### src/rtl/uart_rx_bit_timer.sv
// Bit/edge timing engine for the UART RX path: counts oversampling edges per bit and bits per
// frame, decodes three mid-bit sample strobes and flags bit/frame boundaries.
module uart_rx_bit_timer #(
    parameter int PRESCALE_W = 6,
    parameter int BIT_CNT_W  = 4,
    parameter int MIN_PRESC  = 4
) (
    input  logic                  CLK,
    input  logic                  RST,
    input  logic                  Enable,
    input  logic                  Restart,
    input  logic [PRESCALE_W-1:0] Prescale,
    input  logic [BIT_CNT_W-1:0]  Frame_Bits,
    output logic [PRESCALE_W-1:0] edge_count,
    output logic [BIT_CNT_W-1:0]  bit_count,
    output logic                  samp_en,
    output logic [1:0]            samp_idx,
    output logic                  bit_tick,
    output logic                  frame_done,
    output logic                  prescale_err,
    output logic [1:0]            state_dbg
);

    typedef enum logic [1:0] {IDLE = 2'd0, RUN = 2'd1, DONE = 2'd2, ERR = 2'd3} state_t;

    localparam logic [PRESCALE_W-1:0] MIN_P = PRESCALE_W'(MIN_PRESC);

    state_t                  state_q, state_d;
    logic [PRESCALE_W-1:0]   p_q, p_d;
    logic [BIT_CNT_W-1:0]    f_q, f_d;
    logic [PRESCALE_W-1:0]   edge_d;
    logic [BIT_CNT_W-1:0]    bit_d;
    logic                    done_d;
    logic                    err_d;
    logic [PRESCALE_W-1:0]   mid;
    logic                    last_edge;

    always_ff @(posedge CLK or negedge RST) begin
        if (!RST) begin
            state_q      <= IDLE;
            p_q          <= '0;
            f_q          <= '0;
            edge_count   <= '0;
            bit_count    <= '0;
            frame_done   <= 1'b0;
            prescale_err <= 1'b0;
        end else begin
            state_q      <= state_d;
            p_q          <= p_d;
            f_q          <= f_d;
            edge_count   <= edge_d;
            bit_count    <= bit_d;
            frame_done   <= done_d;
            prescale_err <= err_d;
        end
    end

    assign last_edge = (edge_count == p_q - 1'b1);

    // Priority: Enable low, then a (re)latch from Restart or IDLE, then normal counting.
    always_comb begin
        state_d = state_q;
        p_d     = p_q;
        f_d     = f_q;
        edge_d  = edge_count;
        bit_d   = bit_count;
        done_d  = 1'b0;
        err_d   = prescale_err;
        if (!Enable) begin
            state_d = IDLE;
            edge_d  = '0;
            bit_d   = '0;
            err_d   = 1'b0;
        end else if (Restart || state_q == IDLE) begin
            edge_d = '0;
            bit_d  = '0;
            p_d    = Prescale;
            f_d    = Frame_Bits;
            if (Prescale >= MIN_P) begin
                state_d = RUN;
                err_d   = 1'b0;
            end else begin
                state_d = ERR;
                err_d   = 1'b1;
            end
        end else if (state_q == RUN) begin
            if (last_edge) begin
                edge_d = '0;
                if (bit_count == f_q - 1'b1) begin
                    bit_d   = '0;
                    done_d  = 1'b1;
                    state_d = DONE;
                end else begin
                    bit_d = bit_count + 1'b1;
                end
            end else begin
                edge_d = edge_count + 1'b1;
            end
        end
    end

    // Sample strobes straddle mid-bit; odd prescales round mid down.
    assign mid = p_q >> 1;

    always_comb begin
        samp_en  = 1'b0;
        samp_idx = 2'd0;
        if (state_q == RUN) begin
            if (edge_count == mid - 1'b1) begin
                samp_en  = 1'b1;
                samp_idx = 2'd0;
            end else if (edge_count == mid) begin
                samp_en  = 1'b1;
                samp_idx = 2'd1;
            end else if (edge_count == mid + 1'b1) begin
                samp_en  = 1'b1;
                samp_idx = 2'd2;
            end
        end
    end

    assign bit_tick  = (state_q == RUN) && last_edge;
    assign state_dbg = state_q;

endmodule

### config.mk
export PLATFORM = sky130hd
export DESIGN_NAME = uart_rx_bit_timer
export DESIGN_NICKNAME = d
export VERILOG_FILES = /design/src/rtl/uart_rx_bit_timer.sv
export SDC_FILE = /design/constraint.sdc
export NUM_CORES = 1
export LEC_CHECK = 0
export BUFFER_PORTS_ARGS = -buffer_cell sky130_fd_sc_hd__buf_2
export CAP_MARGIN = 20
export CORE_MARGIN = 8
export CORE_UTILIZATION = 60
export CTS_BUF_LIST = sky130_fd_sc_hd__clkbuf_16
export DETAILED_ROUTE_END_ITERATION = 6
export GPL_TIMING_DRIVEN = 1
export PLACE_DENSITY_LB_ADDON = 0.05
export SYNTH_ARGS = -nofsm -noshare
export SYNTH_HDL_FRONTEND = slang
export SYNTH_SLANG_ARGS = --single-unit
### constraint.sdc
create_clock -name CLK -period 5.7 [get_ports CLK]
set_input_delay 0.57 -clock CLK [delete_from_list [all_inputs] [get_ports CLK]]
set_output_delay 0.57 -clock CLK [all_outputs]
set_load 0.005 [all_outputs]
==> impl_metrics.toml, run 1 <==
[timing]
final_hold_viol_count = 0
maxSlewViolCount = 0
rsz0062_at_grt = "false"
tightest_slew_ns = 0.969
min_period_over_period = 0.572
finalClockSkew_ns = 0.00624
finalSetupViolCount = 0
slew_headroom = 0.353
fin_tns_setup_ns = 0
worst_slack_ns = 2.44
fin_crit_ns = 3.26
timing.fmax_ghz = 0.307

[cells_and_area]
areaGrowthSynthToFinish_pct = 11.2
fin_area_um2 = 1950
fin_nets = 235
diodes = 0
final_cells = 244
fill_cells = 215
seq_area_um2 = 601
multi_input_area_um2 = 1050
layout-drive-gt1-share = 0.202

[logic_synthesis]
syn_avg_cell_area_um2 = 9.05
syn_area_um2 = 1760
ys_top_cells_by_count = "dfrtp_1 (24), nor2_1 (14), xnor2_1 (13), a21oi_1 (11)"
synth_cell_type_count = 46
synth_most_common_cell = "dfrtp_1"
synth_nets = 215
ys_seq_area_frac = 0.342
yosys.area.top_type = "dfrtp_1"
synth-edff-count = 0
yosys_warnings = 0
async_flop_share = 1.00
synth_seq_cells = 24
synthTopCellsByArea = "dfrtp_1 (34%), xnor2_1 (6.5%), mux2_2 (5.1%)"
yosys.area.top_type_share = 0.342
synthCells = 194
synth_flop_cell = "dfrtp_1"

[setup_path]
crit_chain = "inv_1, ha_1, a21boi_1, a21oi_1, o2111ai_1, or2_1, nor2_1, buf_2"
cp-start-kind = "flip-flop"
crit_fanout = 14
worstSetupEndpointType = "output port"
slowest_stage = "o2111ai_1"
cpPeakStageDelay_ns = 0.81
arrival_ns = 2.69
crit_type = "reg -> out"
required_ns = 5.13

[clocking]
clockRootBuffer = "clkbuf_16"
clock-sinks = 24
ctsHoldBuffers = 0
post_cts_buffers = 0
cts_tree = "yes"
clock_latency_ns = 0.26
clk_pin_slew_worst_paths_ns = 0.06
cts-htree-levels = 1
clock_path_buffers = 2
cts_resized = 0
cts_buffers = 3

[detailed_routing]
postRouteAntennaNets = 0
dr.first_iter.drc_count = 134
first_pass_iters = 5
via_count = 1494
vias_per_cell = 6.12
drc = 0
avgRoutedWirePerCell_um = 16.1
routed_wl_um = 3930

[global_route]
grt_use_total = 0.159
grt_util_met3 = 0.0438
grt_overflow = 0
use_met1 = 0.184
grt_busiest_layer = "met2"
grt_max_degree = 25
first_global_vias = 1433
grt_first_pass_wirelength_um = 6680
antenna_found_initial = 0
grtUsageMet2 = 0.275

[job]
max-cap-violations = 0

[pwr]
p_leak_nw = 0.891
vdd_drop_max_mv = 0.192
powerDensity_nw_per_um2 = 243

[floorplan]
core_um2 = 2760
io_pins = 32
fp.dieW_um = 70.1
die_y_um = 70.1
rows = 19
dieArea_um2 = 4910
initial_utilization = 0.637

[outcome]
status = "completed"

[hold_path]
hold_class = "in -> async"

[placement]
dp_cells = 240
post_dp_cell_area_um2 = 1870
hpwlAfterDp_um = 3030
dp_slack_ns = 2.75
place.gp.congestion = 0.898
portBuffers = 31
[kinds of logic (layout without fill, tap and decap cells)]
kind of cell    count (synthesis)  in the layout  share of synthesized area
simple gates                   66             66                      0.207
compound gates                 39             39                      0.148
xor+xnor                       24             24                      0.128
flops                          24             24                      0.342
buf+inv                        24             43                     0.0606
mux                            10             10                     0.0641
fa+ha+maj                       7              7                     0.0499
[worst max-delay path, delay by kind of cell, from the launching register on]
family                     cells  cell delay (ns)
AOI/OAI and AO/OA              3             1.21
DFF                            1             0.49
buffers and inverters          2             0.29
and+or+nand+nor                2             0.25
adders and majority gates      1             0.21
[metal layers]
layer	share of wire	wire (um)
met5	0	0
met4	0.012	48
met3	0.051	201
met2	0.50	1970
met1	0.44	1710
[layout by cell type (no fill, tap or decap), types with 2 or more instances in the layout]
master,count
mux2_2,8
or3_1,2
clkbuf_16,3
nand3_1,8
and2_1,3
o311a_1,2
nand2b_1,3
a31oi_1,3
dfrtp_1,24
xor2_1,10
mux2_1,2
o21ai_1,2
o2bb2ai_1,2
nor2b_1,4
xnor2_1,13
o21ai_0,3
ha_1,7
inv_1,8
nand2_1,8
nor2_1,14
a2111oi_0,2
a21oi_1,11
nor3_1,8
buf_2,31
nand4_1,3
a211oi_1,2
or4b_1,2
o31ai_1,3
nor4_1,3
and3_1,2
o22ai_1,3
[stage by stage]
| step | utilization | hold WS [ns] | power (mW) |
|---|---|---|---|
| floorplan | - | 0.274 | 0.299 |
| global placement | 0.679 | 0.487 | 0.320 |
| detailed placement | 0.679 | 0.498 | 0.327 |
| CTS | 0.708 | 0.302 | 0.477 |
| global route | 0.708 | 0.335 | 0.501 |
| finish | 0.708 | 0.286 | 0.474 |
[report_power, final]
part | total [mW] | internal (mW) | switching [mW]
combinational | 0.121 | 0.0548 | 0.0661
clock | 0.149 | 0.0936 | 0.0557
sequential | 0.204 | 0.182 | 0.0219
[worst paths after layout]
path	endpoint	start	cells after the start	slack [ns]
hold reg to reg	prescale_err	prescale_err	2	0.52
setup reg to reg	state_dbg[0]	p_q[2]	7	3.00
min in group CLK	prescale_err	prescale_err	2	0.52
max in group asynchronous	p_q[3]	RST	1	5.06
hold / removal	bit_count[2]	RST	1	0.29
setup / recovery	bit_tick	p_q[2]	8	2.44
[cell type report]
type / count / share of cell area
Tap cell: 31 / 0.0199
Sequential cell: 24 / 0.308
Multi-Input combinational cell: 146 / 0.537
Timing Repair Buffer: 31 / 0.0795
Inverter: 8 / 0.0154
Clock inverter: 1 / 0.00192
Clock buffer: 3 / 0.0385
[registers in the layout, indices dropped and copies added, names as in the netlist]
register and cells:
prescale_err 1, f_q 4, edge_count 6, bit_count 4, frame_done 1, p_q 6
state_dbg 2
Power figures use the tool's default switching activity.
==> run 2: changes to the inputs <==
CORE_UTILIZATION = 55   (was 60)
clock period = 3 ns   (was 5.7 ns; I/O delays follow)
==> impl_metrics.toml, run 2 (synthesis gave the netlist of run 1 again) <==
[cells_and_area]
diodes = 0
areaGrowthSynthToFinish_pct = 12.8
layout_commonest_cell = "buf_2"
fill_cells = 278
reg_top3 = "edge_count x6, p_q x6"
final_cell_mix = "buf_2 (31), dfrtp_1 (24), nor2_1 (14)"
fin_area_um2 = 1980
seq_area_um2 = 601
multi_input_area_um2 = 1050
final_cells = 258
layout-drive-gt1-share = 0.210
fin_nets = 237
final_util = 0.648

[pwr]
intPower_uw = 629
power_switching_uw = 270
p_clk_frac = 0.310
switching_share = 0.300
comb_power_share = 0.260
vdd_drop_max_mv = 0.250
seq_power_share = 0.430
powerDensity_nw_per_um2 = 454
p_leak_nw = 0.899

[global_route]
grt_max_degree = 25
first_global_vias = 1503
grt_first_pass_wirelength_um = 6840
grt_overflow = 0
antenna_found_initial = 0
grt_use_total = 0.162

[clocking]
clock_latency_ns = 0.25
clockRootBuffer = "clkbuf_16"
cts_tree = "yes"
clock-sinks = 24
ctsHoldBuffers = 0
cts_buffers = 3
clock_path_buffers = 2
cts_resized = 0
cts-htree-levels = 1
clk_pin_slew_worst_paths_ns = 0.06
post_cts_buffers = 0

[outcome]
status = "completed"

[detailed_routing]
avgRoutedWirePerCell_um = 15.7
routed_wl_um = 4050
postRouteAntennaNets = 0
dr.first_iter.drc_count = 85
vias_per_cell = 5.76
dr.max_layer_used = "met4"
via_count = 1486
first_pass_iters = 4
drt-met1-wl_um = 1800
route.met2.wl_um = 2000
drc = 0
dr_wl_met3_um = 186

[timing]
final_hold_viol_count = 0
timing.fmax_ghz = 0.358
finalClockSkew_ns = 0.00327
tightest_slew_ns = 0.775
finalSetupViolCount = 0
rsz0062_at_grt = "false"
maxSlewViolCount = 0
slew_headroom = 0.484
fin_crit_ns = 2.79
fin_tns_setup_ns = 0
min_period_over_period = 0.931

[placement]
dp_cells = 255
post_dp_cell_area_um2 = 1900
hpwlAfterDp_um = 3130
place.gp.congestion = 0.840
portBuffers = 31

[setup_path]
required_ns = 2.70
slowest_stage = "o2111ai_1"
arrival_ns = 2.49
crit_type = "reg -> out"
cp-start-kind = "flip-flop"
crit_buf_inv = 2
crit_chain = "inv_1, ha_1, a21boi_1, a21oi_1, o2111ai_1, or2_1, nor2_1, buf_2"
crit_family = "compound AO/OA/AOI/OAI gates"
crit_fanout = 11
worstSetupEndpointType = "output port"
cpPeakStageDelay_ns = 0.60

[floorplan]
die_y_um = 72.5
io_pins = 32
rows = 20
fp.dieW_um = 72.5
initial_utilization = 0.575
dieArea_um2 = 5260
core_um2 = 3050

[job]
max-cap-violations = 0

[hold_path]
hold_class = "in -> async"
## run 2: per-stage QoR
step / setup WS, ns / hold slack (ns) / power (mW)
CTS: 0.209 / 0.0392 / 0.909
floorplan: 0.903 / 0.00441 / 0.567
global route: 0.00154 / 0.0711 / 0.950
global placement: 0.594 / 0.300 / 0.610
finish: 0.207 / 0.0201 / 0.898
detailed placement: 0.471 / 0.313 / 0.625
## run 2: final timing paths
path | from | endpoint | slack [ns] | depth (start not counted)
hold reg to reg | prescale_err | prescale_err | 0.50 | 2
max in group asynchronous | RST | p_q[1] | 2.63 | 1
hold / removal | RST | bit_count[2] | 0.02 | 1
setup reg to reg | p_q[2] | edge_count[5] | 0.44 | 8
min in group CLK | Prescale[5] | p_q[5] | 0.28 | 2
setup / recovery | p_q[2] | bit_tick | 0.21 | 8
## run 2: power by group through the flow
stage,clock [mW],sequential (mW),combinational (mW)
floorplan,0,0.370,0.198
global placement,0,0.391,0.219
detailed placement,0,0.392,0.233
CTS,0.288,0.386,0.234
global route,0.298,0.392,0.260
finish,0.278,0.386,0.233
## run 2: cell type report
class / instances / area share
multi-input cells: 146 / 0.530
flip-flops and latches: 24 / 0.303
repair buffers: 33 / 0.0860
clock buffers: 3 / 0.0379
well taps: 44 / 0.0278
inverters: 8 / 0.0152
## run 2: routing by layer
layer	track usage	up-vias
met5	0	-
met4	0.0533	0
met3	0.0317	7
met2	0.279	40
met1	0.195	710
li1	-	729
